### config.mk
export PLATFORM = sky130hd
export DESIGN_NAME = inst_loader
export DESIGN_NICKNAME = d
export VERILOG_FILES = /design/src/rtl/inst_loader.sv
export SDC_FILE = /design/constraint.sdc
export NUM_CORES = 1
export LEC_CHECK = 0
export ABC_AREA = 1
export BUFFER_PORTS_ARGS = -buffer_cell sky130_fd_sc_hd__buf_2
export CAP_MARGIN = 30
export CORE_MARGIN = 4
export CORE_UTILIZATION = 51
export DETAILED_ROUTE_END_ITERATION = 6
export GPL_ROUTABILITY_DRIVEN = 1
export GPL_TIMING_DRIVEN = 0
export PLACE_DENSITY_LB_ADDON = 0.25
export SLEW_MARGIN = 10
export SYNTH_ARGS = -nofsm -noshare
export SYNTH_HDL_FRONTEND = slang
export SYNTH_SLANG_ARGS = --single-unit
### constraint.sdc
create_clock -name Clk -period 2 [get_ports Clk]
set_input_delay 0.4 -clock Clk [delete_from_list [all_inputs] [get_ports Clk]]
set_output_delay 0.4 -clock Clk [all_outputs]
set_load 0.02 [all_outputs]
### src/rtl/inst_loader.sv
// inst_loader: boot-time writer for the instruction memory.
//
// Takes a byte stream over a valid/ready handshake. The first byte of a load
// is a header N, the number of words that follow. The data bytes are packed
// into big-endian 32-bit words, and each word is written to the instruction
// RAM at byte address {count, 2'b00}, counting up from 0. The CPU is held in
// stall until a load completes successfully.
//
// Ports:
//   Clk, Rst_n            clock, asynchronous active-low reset
//   Start                 pulse that begins a load (honoured in IDLE/DONE/ERR)
//   ByteIn, ByteValid     stream byte and its valid flag
//   ByteReady             loader can accept a byte; transfer = ByteValid & ByteReady
//   WrEn, WrAddr, WrData  one-cycle word write to the instruction RAM
//   WordCount             words written so far in the current load
//   Busy, Done, Err       status: load running / last load ok / bad header
//   CpuHold               CPU stall, low only in DONE
module inst_loader #(
    parameter int DEPTH = 32,
    parameter int CNT_W = 6
) (
    input  logic             Clk,
    input  logic             Rst_n,
    input  logic             Start,
    input  logic [7:0]       ByteIn,
    input  logic             ByteValid,
    output logic             ByteReady,
    output logic             WrEn,
    output logic [31:0]      WrAddr,
    output logic [31:0]      WrData,
    output logic [CNT_W-1:0] WordCount,
    output logic             Busy,
    output logic             Done,
    output logic             Err,
    output logic             CpuHold
);

    typedef enum logic [2:0] {IDLE, HDR, DATA, WRITE, DONE, ERR} state_t;

    localparam logic [8:0] DEPTH_B = 9'(DEPTH);

    state_t           state, nxt;
    logic [1:0]       byte_idx;
    logic [CNT_W-1:0] n_words;
    logic [31:0]      word;
    logic             xfer;
    logic             hdr_bad;
    logic [CNT_W-1:0] count_inc;

    // ByteReady is a flop, so this AND never loops back into ByteReady.
    assign xfer      = ByteValid & ByteReady;
    assign hdr_bad   = (ByteIn == 8'd0) || ({1'b0, ByteIn} > DEPTH_B);
    assign count_inc = WordCount + CNT_W'(1);
    assign WrAddr    = 32'({WordCount, 2'b00});
    assign WrData    = word;

    always_comb begin
        nxt = state;
        case (state)
            IDLE, DONE, ERR: if (Start) nxt = HDR;
            HDR:             if (xfer) nxt = hdr_bad ? ERR : DATA;
            DATA:            if (xfer && byte_idx == 2'd3) nxt = WRITE;
            WRITE:           nxt = (count_inc == n_words) ? DONE : DATA;
            default:         nxt = IDLE;
        endcase
    end

    // Status outputs are registered from the next state, so each one is a
    // clean flop output that lines up with the state register.
    always_ff @(posedge Clk or negedge Rst_n) begin
        if (!Rst_n) begin
            state     <= IDLE;
            byte_idx  <= 2'd0;
            n_words   <= '0;
            word      <= 32'd0;
            WordCount <= '0;
            ByteReady <= 1'b0;
            WrEn      <= 1'b0;
            Busy      <= 1'b0;
            Done      <= 1'b0;
            Err       <= 1'b0;
            CpuHold   <= 1'b1;
        end else begin
            state     <= nxt;
            ByteReady <= (nxt == HDR) || (nxt == DATA);
            WrEn      <= (nxt == WRITE);
            Busy      <= (nxt == HDR) || (nxt == DATA) || (nxt == WRITE);
            Done      <= (nxt == DONE);
            Err       <= (nxt == ERR);
            CpuHold   <= (nxt != DONE);
            case (state)
                IDLE, DONE, ERR: begin
                    if (Start) begin
                        WordCount <= '0;
                        byte_idx  <= 2'd0;
                    end
                end
                HDR: begin
                    // Only meaningful when the header is valid, which
                    // guarantees it fits in CNT_W bits.
                    if (xfer) n_words <= CNT_W'(ByteIn);
                end
                DATA: begin
                    // Shift left: the first byte ends up in [31:24].
                    if (xfer) begin
                        word     <= {word[23:0], ByteIn};
                        byte_idx <= byte_idx + 2'd1;
                    end
                end
                WRITE: WordCount <= count_inc;
                default: ;
            endcase
        end
    end

endmodule

==> out/results.ini, run 1 <==
[status]
status=finished clean

[synthesis]
synth_cell_type_count=28
async_flop_share_pct=100
synth_commonest_cells=nand2_1, dfrtp_1, o21ai_0
netlist_area_mm2=0.00271
yosysTopAreaCell=dfrtp_1
ys_ff_latch=55
post-synth-top-count-cell=nand2_1
synthCells=324
yosysWarnings=0
synth.top_cell.area_share_pct=49.8
synth_top_flop_cell=dfrtp_1
synth_enable_flop_cells=0
ys_seq_area_share_pct=50.8
synth_area_per_cell_um2=8.37
ys_top_cells_by_area=dfrtp_1, nand2_1, buf_4

[global_route]
antenna_found_initial=0
grt_first_pass_wirelength_um=9430
grt_overflow=0
grt_usage_pct=18.7
grt_pass1_vias=2032
grt_max_degree=34

[timing]
timing.slew.headroom_pct=47.7
post-route-min-period_ns=1.76
tightest_slew_ns=0.785
setup_tns_ns=0
slew_violations=0
holdWs_ns=0.159
timing.fmax_ghz=0.567
setup_viol=0
final.period_utilization_pct=88.1
hold_violations=0
rsz0062_at_grt=no
skew_ns=0.00790

[setup_path]
path_max_fanout=7
slowest_delay_ns=0.51
path_cells=ha_1 -> nand2_1 -> nand2_1 -> nand2_1 -> nand2_1 -> nand2_1 -> nor2_2 -> nand3_2 -> nor2_2 -> nor2_4 -> nand2_1 -> nand2_1
cp-end-kind=register
worstSetupPathType=register to register
path_delay_family=simple AND/OR/NAND/NOR gates
crit_slowest_cell=dfrtp_1
crit_buf_inv=0
cp_data_arrival_time_ns=1.97
start_kind=register
critical_path.most_common_cell=nand2_1
cp.required_ns=2.21

[finish]
antenna_cells=0
fin_nets=432
area_delta_synth_final_pct=22.3
final_area_mm2=0.00332
drive_above_1_share_pct=30.1

[clocking]
postCtsHoldBufs=0
insertion_delay_ns=0.31
postCtsSetupBuffers=0
cts_buffers=5
cts_num_sinks=55
clk_pin_slew_ns=0.10
htree_levels=2
clockBufferDepth=2
ctsResizeCount=0
tritoncts=built
cts.root.buffer_cell=clkbuf_8

[route]
dr.first_iter.drc_count=138
ant_nets=0
routed_via_density=4.64
dr.pass1.iters=4
post_drt_wl_per_cell_um=11.9
drc=0
vias=2270
drt-total-wl_um=5840

[die]
dieWidth_um=80.9
rows=26
ioPinCount=88
initial_core_util_pct=52.8
die-area_mm2=0.00655
fp.dieH_um=80.9
fp.coreArea_mm2=0.00514

[placed_design]
place_congestion=0.892
dp_hpwl_um=4400
portBuffers=61
placed_area_mm2=0.00323

[pwr]
max-vdd-ir-drop_mv=0.768
p_per_area_mw_per_mm2=1300
p_leak_nw=1.93
p_total_mw=4.31

[flow_run]
drv_cap=0

[hold_path]
min_path_type=primary input to asynchronous set/reset pin

==> registers in the layout (all words and copies together) (netlist names) <==
| signal | count |
|---|---|
| state | 3 |
| Done | 1 |
| WrData | 32 |
| WordCount | 6 |
| Busy | 1 |
| Err | 1 |
| ByteReady | 1 |
| CpuHold | 1 |
| n_words | 6 |
| WrEn | 1 |
| byte_idx | 2 |
==> report_power, final <==
| part | total [mW] | internal (mW) | switching, mW | leakage, nW |
|---|---|---|---|---|
| logic | 1.86 | 0.632 | 1.23 | 1.18 |
| clock network | 0.631 | 0.252 | 0.379 | 0.0485 |
| registers | 1.83 | 1.53 | 0.299 | 0.705 |
==> cell type report <==
cell class / count / area, um^2
multi-input combinational: 215 / 985
clock inverter: 3 / 22.5
timing repair buffer: 62 / 333
fill: 449 / 1820
inverter: 39 / 146
sequential: 55 / 1380
clock buffer: 5 / 68.8
buffer: 40 / 297
tap: 70 / 87.6
==> kinds of logic after synthesis <==
family          count (synthesis)  synth area share, %
compound gates                 43                 8.31
fa+ha+maj                       2                0.923
buf+inv                        79                 16.3
flops                          55                 50.8
other cells                     1                0.138
simple gates                  144                 23.5
==> final timing paths <==
check                             startpoint    endpoint  slack (ns)  depth (start not counted)
worst min-delay path                   Rst_n  WrData[12]        0.16                          1
worst max-delay path            WordCount[1]   ByteReady        0.24                         12
worst max register to register  WordCount[1]   ByteReady        0.24                         12
max in group asynchronous              Rst_n  WrData[25]        1.27                          2
min in group Clk                   ByteIn[6]   WrData[6]        0.31                          3
worst min register to register    WrData[30]  WrData[30]        0.48                          2
==> layer usage <==
layer  part of all wire (%)  vias up  track usage, %
met5                      0        -               0
met4                    1.4        0            6.59
met3                    6.0        6            3.10
met2                     49       71            31.5
met1                     43     1049            24.3
li1                       -     1144               -
==> stage by stage <==
step,setup slack (ns),utilization [%],std cells
2_1_floorplan,0.331,-,349
3_3_place_gp,0.301,62.2,480
3_5_place_dp,0.255,62.8,481
4_1_cts,0.233,64.5,489
5_1_grt,0.0257,64.5,489
6_report,0.238,64.5,489
==> layout by cell type, fill, tap and decap left out, types with 3 or more instances in the layout <==
cell / synthesis / routed
o21ai_0: 35 / 35
inv_2: 8 / 8
nand3_1: 14 / 14
nor2_1: 14 / 14
dfrtp_1: 54 / 54
inv_1: 31 / 31
nand4_1: 5 / 5
nand2_1: 101 / 101
buf_4: 32 / 32
conb_1: 1 / 26
buf_2: 3 / 64
buf_6: 3 / 3
clkbuf_8: 0 / 5
Note: power is estimated with default switching activity, not from simulation.
==> inputs of run 2 (changes only) <==
Settings changed: CTS_CLUSTER_DIAMETER set to 200, PLACE_DENSITY_LB_ADDON 0.25 to 0.15.
==> run 2 against run 1 <==
Compared with the run above: via count fell by 1.5%; power fell by 0.19%; combinational power barely moved; global-route usage barely moved; wire length fell by 2.6%; final cell count did not move; first-iteration DRC count rose by 8.0%; worst hold slack got worse by 0.14 ns; core utilization fell by 0.19 points; cell area fell by 0.30%; critical endpoint is now Busy; largest cell class unchanged; highest routed layer unchanged.
==> out/results.ini, run 2 (synthesized netlist as in run 1, its figures left out) <==
[pwr]
p_per_area_mw_per_mm2=1300  ; about the same
max-vdd-ir-drop_mv=0.769  ; was 0.768 mV
p_leak_nw=1.92  ; was 1.93 nW
p_total_mw=4.31  ; about the same

[setup_path]
start_kind=register  ; unchanged
cp.required_ns=2.20  ; was 2.21 ns
cp-end-kind=register  ; unchanged
startpoint=WordCount[1]  ; unchanged
r2r_slack_ns=0.23  ; was 0.24 ns
worstSetupPathType=register to register  ; unchanged
r2r-start=WordCount[1]  ; unchanged
cp_data_arrival_time_ns=1.97  ; about the same
path_max_fanout=7  ; unchanged

[placed_design]
dp_hpwl_um=4380  ; was 4400 um
dpl.cell_count=481  ; unchanged
place_congestion=0.892  ; unchanged
portBuffers=61  ; unchanged
placed_area_mm2=0.00322  ; was 0.00323 mm^2
dpl_worst_slack_ns=0.253  ; was 0.255 ns

[timing]
timing.fmax_ghz=0.566  ; was 0.567 GHz
post-route-min-period_ns=1.77  ; was 1.76 ns
slew_violations=0  ; unchanged
holdWs_ns=0.0228  ; was 0.159 ns
setup_viol=0  ; unchanged
rsz0062_at_grt=no  ; unchanged
hold_violations=0  ; unchanged
setup_slack_ns=0.233  ; was 0.238 ns
final.period_utilization_pct=88.3  ; was 88.1%
setup_tns_ns=0  ; unchanged
skew_ns=0.00312  ; was 0.00790 ns

[clocking]
postCtsHoldBufs=0  ; unchanged
cts.root.buffer_cell=clkbuf_8  ; unchanged
postCtsSetupBuffers=0  ; unchanged
ctsResizeCount=0  ; unchanged
tritoncts=built  ; unchanged
htree_levels=2  ; unchanged
clockBufferDepth=2  ; unchanged
cts_buffers=5  ; unchanged
clk_pin_slew_ns=0.10  ; about the same
cts_num_sinks=55  ; unchanged
insertion_delay_ns=0.31  ; about the same

[die]
initial_core_util_pct=52.8  ; unchanged
die-area_mm2=0.00655  ; unchanged
fp.coreArea_mm2=0.00514  ; unchanged
fp.dieH_um=80.9  ; unchanged
dieWidth_um=80.9  ; unchanged
rows=26  ; unchanged
ioPinCount=88  ; unchanged

[route]
drt-total-wl_um=5690  ; was 5840 um
post_drt_wl_per_cell_um=11.6  ; was 11.9 um
drc=0  ; unchanged
vias=2236  ; was 2270
routed_via_density=4.57  ; was 4.64
dr.pass1.iters=4  ; unchanged
dr.first_iter.drc_count=149  ; was 138
ant_nets=0  ; unchanged

[global_route]
grt_max_degree=37  ; was 34
grtUsageMet3_pct=3.77  ; was 3.10%
grt_pass1_vias=2093  ; was 2032
busiest_layer=met2  ; unchanged
grt_usage_pct=18.7  ; about the same
grtUsageMet1_pct=24.2  ; was 24.3%
use_met2_pct=32.2  ; was 31.5%
grt_overflow=0  ; unchanged
grt_first_pass_wirelength_um=9520  ; was 9430 um
antenna_found_initial=0  ; unchanged

[finish]
drive_above_1_share_pct=29.8  ; was 30.1%
fill_cells=446  ; was 449
largest_reg_flops=32  ; unchanged
stdcell_count=489  ; unchanged
utilization_pct=64.3  ; was 64.5%
antenna_cells=0  ; unchanged
layout_commonest_cell=nand2_1  ; unchanged
fin_nets=432  ; unchanged
area_delta_synth_final_pct=22.0  ; was 22.3%
final_area_mm2=0.00331  ; was 0.00332 mm^2
final_cell_mix=nand2_1, buf_2, dfrtp_1  ; unchanged

[status]
status=finished clean  ; unchanged

[flow_run]
drv_cap=0  ; unchanged

[hold_path]
min_path_type=primary input to asynchronous set/reset pin  ; unchanged

-- run 2: cell types whose count changed in the layout (fill, tap and decap cells not counted), sizes merged --
cell | before | now
clkinv | 2 | 0
clkinvlp | 0 | 1
clkbuf | 7 | 8
-- run 2: power breakdown --
group | switching [mW] | internal (mW)
logic | 1.22 | 0.632
registers | 0.294 | 1.53
clock network | 0.376 | 0.253
total | 1.89 | 2.41
-- run 2: final cells by class --
| class | instances | area, um^2 | share of cell area, % |
|---|---|---|---|
| buffer | 40 | 297 | 8.97 |
| clock buffer | 6 | 72.6 | 2.19 |
| clock inverter | 2 | 16.3 | 0.492 |
| inverter | 39 | 146 | 4.43 |
| multi-input combinational | 215 | 985 | 29.8 |
| sequential | 55 | 1380 | 41.7 |
| tap | 70 | 87.6 | 2.65 |
| timing repair buffer | 62 | 325 | 9.84 |
-- run 2: layer usage --
layer / vias up / share of wire (%)
li1: 1142 / -
met1: 1033 / 43
met2: 56 / 49
met3: 5 / 6.2
met4: 0 / 0.86
met5: - / 0
-- run 2: critical path, stage by stage (launching register included) --
cell	delay [ns]
dfrtp_1	0.51
ha_1	0.30
nand2_1	0.09
nand2_1	0.09
nand2_1	0.06
nand2_1	0.06
nand2_1	0.06
nor2_2	0.09
nand3_2	0.11
nand2_1	0.07
nand2_1	0.08
nor2_1	0.10
nor2_1	0.05
-- run 2: worst paths after layout --
path,endpoint,cells past startpoint
worst max-delay path,Busy,12
worst min-delay path,WrData[13],1
worst max register to register,Busy,12
worst min register to register,WrData[26],2
max in group asynchronous,n_words[2],2
min in group Clk,WrData[6],3
==> inputs of run 3 (changes only) <==
Settings changed: BUFFER_PORTS_ARGS -buffer_cell sky130_fd_sc_hd__buf_2 to -buffer_cell sky130_fd_sc_hd__buf_4, CORE_UTILIZATION 51 to 46.
Clock period 2 ns to 1.47 ns, I/O delays scaled along.
==> run 3 against run 2 <==
Compared with the run above: the run now ends with negative setup slack left; highest routed layer unchanged; first-iteration DRC count shrank 13%; via count increased by 0.63%; largest cell class unchanged; global-route usage is 1.9 points lower; final cell count up 1.2%; critical endpoint unchanged; wire length rose by 5.0%; core utilization shrank 0.95 points; register-to-register slack got worse by 0.37 ns; maximum frequency rose by 10%; sequential power increased by 37%; critical path depth unchanged; critical path type unchanged.
==> out/results.ini, run 3 (synthesized netlist as in run 1, its figures left out) <==
[pwr]
p_total_mw=6.33  ; was 4.31 mW
p_switching_mw=2.71  ; was 1.89 mW
power.internal_mw=3.62  ; was 2.41 mW
clkPwrFrac_pct=13.7  ; was 14.6%
p_leak_nw=1.97  ; was 1.92 nW
power_frac_seq_pct=39.5  ; was 42.3%
max-vdd-ir-drop_mv=1.16  ; was 0.769 mV
p_per_area_mw_per_mm2=1780  ; was 1300 mW/mm^2
swShare_pct=42.7  ; was 44.0%
pwr-share-comb_pct=46.8  ; was 43.1%

[clocking]
insertion_delay_ns=0.31  ; about the same
cts_num_sinks=55  ; unchanged
clk_pin_slew_ns=0.11  ; was 0.10 ns
clockBufferDepth=2  ; unchanged
cts_buffers=5  ; unchanged
htree_levels=2  ; unchanged
tritoncts=built  ; unchanged
cts.root.buffer_cell=clkbuf_8  ; unchanged

[die]
die-area_mm2=0.00719  ; was 0.00655 mm^2
rows=27  ; was 26
ioPinCount=88  ; unchanged
fp.dieH_um=84.8  ; was 80.9 um
initial_core_util_pct=48.3  ; was 52.8%
fp.coreArea_mm2=0.00561  ; was 0.00514 mm^2
dieWidth_um=84.8  ; was 80.9 um

[finish]
antenna_cells=0  ; unchanged
largest_reg_flops=32  ; unchanged
multi_input_area_mm2=0.00104  ; was 985 um^2
final_cell_mix=nand2_1, buf_4, dfrtp_1  ; was nand2_1, buf_2, dfrtp_1
fin_nets=436  ; was 432
fill_cells=508  ; was 446
seq_area_mm2=0.00138  ; about the same
utilization_pct=63.4  ; was 64.3%
drive_above_1_share_pct=34.5  ; was 29.8%
area_delta_synth_final_pct=31.1  ; was 22.0%

[placed_design]
portBuffers=61  ; unchanged
place_congestion=0.792  ; was 0.892
dp_hpwl_um=4380  ; about the same
dpl_worst_slack_ns=-0.214  ; was 0.253 ns

[route]
dr.pass1.iters=4  ; unchanged
routed_via_density=4.55  ; was 4.57
vias=2250  ; was 2236
ant_nets=0  ; unchanged
dr.first_iter.drc_count=130  ; was 149
drt-total-wl_um=5970  ; was 5690 um
post_drt_wl_per_cell_um=12.1  ; was 11.6 um
drc=0  ; unchanged

[setup_path]
start_kind=register  ; unchanged
worstSetupPathType=register to register  ; unchanged
cp.required_ns=1.67  ; was 2.20 ns
path_max_fanout=3  ; was 7
cp-end-kind=register  ; unchanged
cp_data_arrival_time_ns=1.80  ; was 1.97 ns

[global_route]
grt_pass1_vias=2157  ; was 2093
antenna_found_initial=0  ; unchanged
grt_max_degree=56  ; was 37
grt_overflow=0  ; unchanged
grt_first_pass_wirelength_um=9840  ; was 9520 um
grt_usage_pct=16.7  ; was 18.7%

[status]
violations=negative setup slack
status=finished, violations left  ; was finished clean

[timing]
rsz0062_at_grt=yes  ; was no
slew_violations=0  ; unchanged
post-route-min-period_ns=1.60  ; was 1.77 ns
setup_viol=8  ; was 0
setup_slack_ns=-0.133  ; was 0.233 ns
timing.fmax_ghz=0.624  ; was 0.566 GHz
timing.slew.headroom_pct=54.7
final.period_utilization_pct=109  ; was 88.3%
skew_ns=0.00915  ; was 0.00312 ns
hold_violations=0  ; unchanged
tightest_slew_ns=0.680

[hold_path]
min_path_type=primary input to asynchronous set/reset pin  ; unchanged

[flow_run]
drv_cap=0  ; unchanged

run 3: cell count changes in the layout (fill, tap and decap cells not counted), sizes merged:
cell / change
clkinv: +2
clkinvlp: -1
clkbuf: -2
buf: +5
run 3: final cells by class:
type / count / share of cell area, %
Buffer: 40 / 8.48
Clock buffer: 5 / 1.94
Clock inverter: 3 / 0.634
Inverter: 39 / 4.12
Multi-Input combinational cell: 215 / 29.2
Sequential cell: 55 / 38.8
Tap cell: 72 / 2.53
Timing Repair Buffer: 66 / 14.3
run 3: power by group through the flow:
stage          logic, mW  registers [mW]  clock network (mW)
2_1_floorplan       1.25            3.00                   0
4_1_cts             2.91            2.50               0.891
6_report            2.96            2.50               0.868
3_5_place_dp        2.80            2.55                   0
5_1_grt             3.28            2.57               0.960
3_3_place_gp        2.75            2.54                   0
run 3: worst max-delay path: stages, from the launching register on:
cell and delay, ns:
dfrtp_2 0.44, ha_4 0.27, inv_2 0.03, nand2_1 0.04
nand2_1 0.06, nor2_2 0.07, nand2_1 0.06, nor2_2 0.09
nand3_2 0.14, nand2_1 0.10, nand2_2 0.07, nor2_2 0.08
nor2_1 0.04
run 3: what timing repair did:
action	4_1_cts	5_1_grt
pin swaps	3	2
hold buffers	0	0
resized for setup	4	15
buffers inserted	3	2
endpoints found under the setup margin	37	44
run 3: final timing paths:
kind                               from            to  slack [ns]  cells after the start
min in group Clk              ByteIn[6]     WrData[6]        0.19                      3
setup reg to reg           WordCount[0]          Busy       -0.13                     12
setup / recovery           WordCount[0]          Busy       -0.13                     12
hold reg to reg              WrData[26]    WrData[26]        0.48                      2
hold / removal                    Rst_n    WrData[13]       0.002                      1
max in group asynchronous         Rst_n  WordCount[1]        0.97                      1
run 3: metal layers:
layer / GRT usage, % / share of wire, %
met1: 20.8 / 43
met2: 28.5 / 49
met3: 4.32 / 6.7
met4: 5.04 / 1.1
met5: 0 / 0
run 3: metrics by stage:
step / TNS, ns / instance area, um^2 / std cells / hold slack (ns)
floorplan: -0.398 / 2830 / 349 / -0.00159
global placement: -2.29 / 3370 / 482 / 0.386
detailed placement: -3.09 / 3370 / 482 / 0.389
CTS: -0.690 / 3500 / 493 / 0.0373
global route: -2.62 / 3550 / 495 / 0.0542
finish: -0.565 / 3550 / 495 / 0.00226
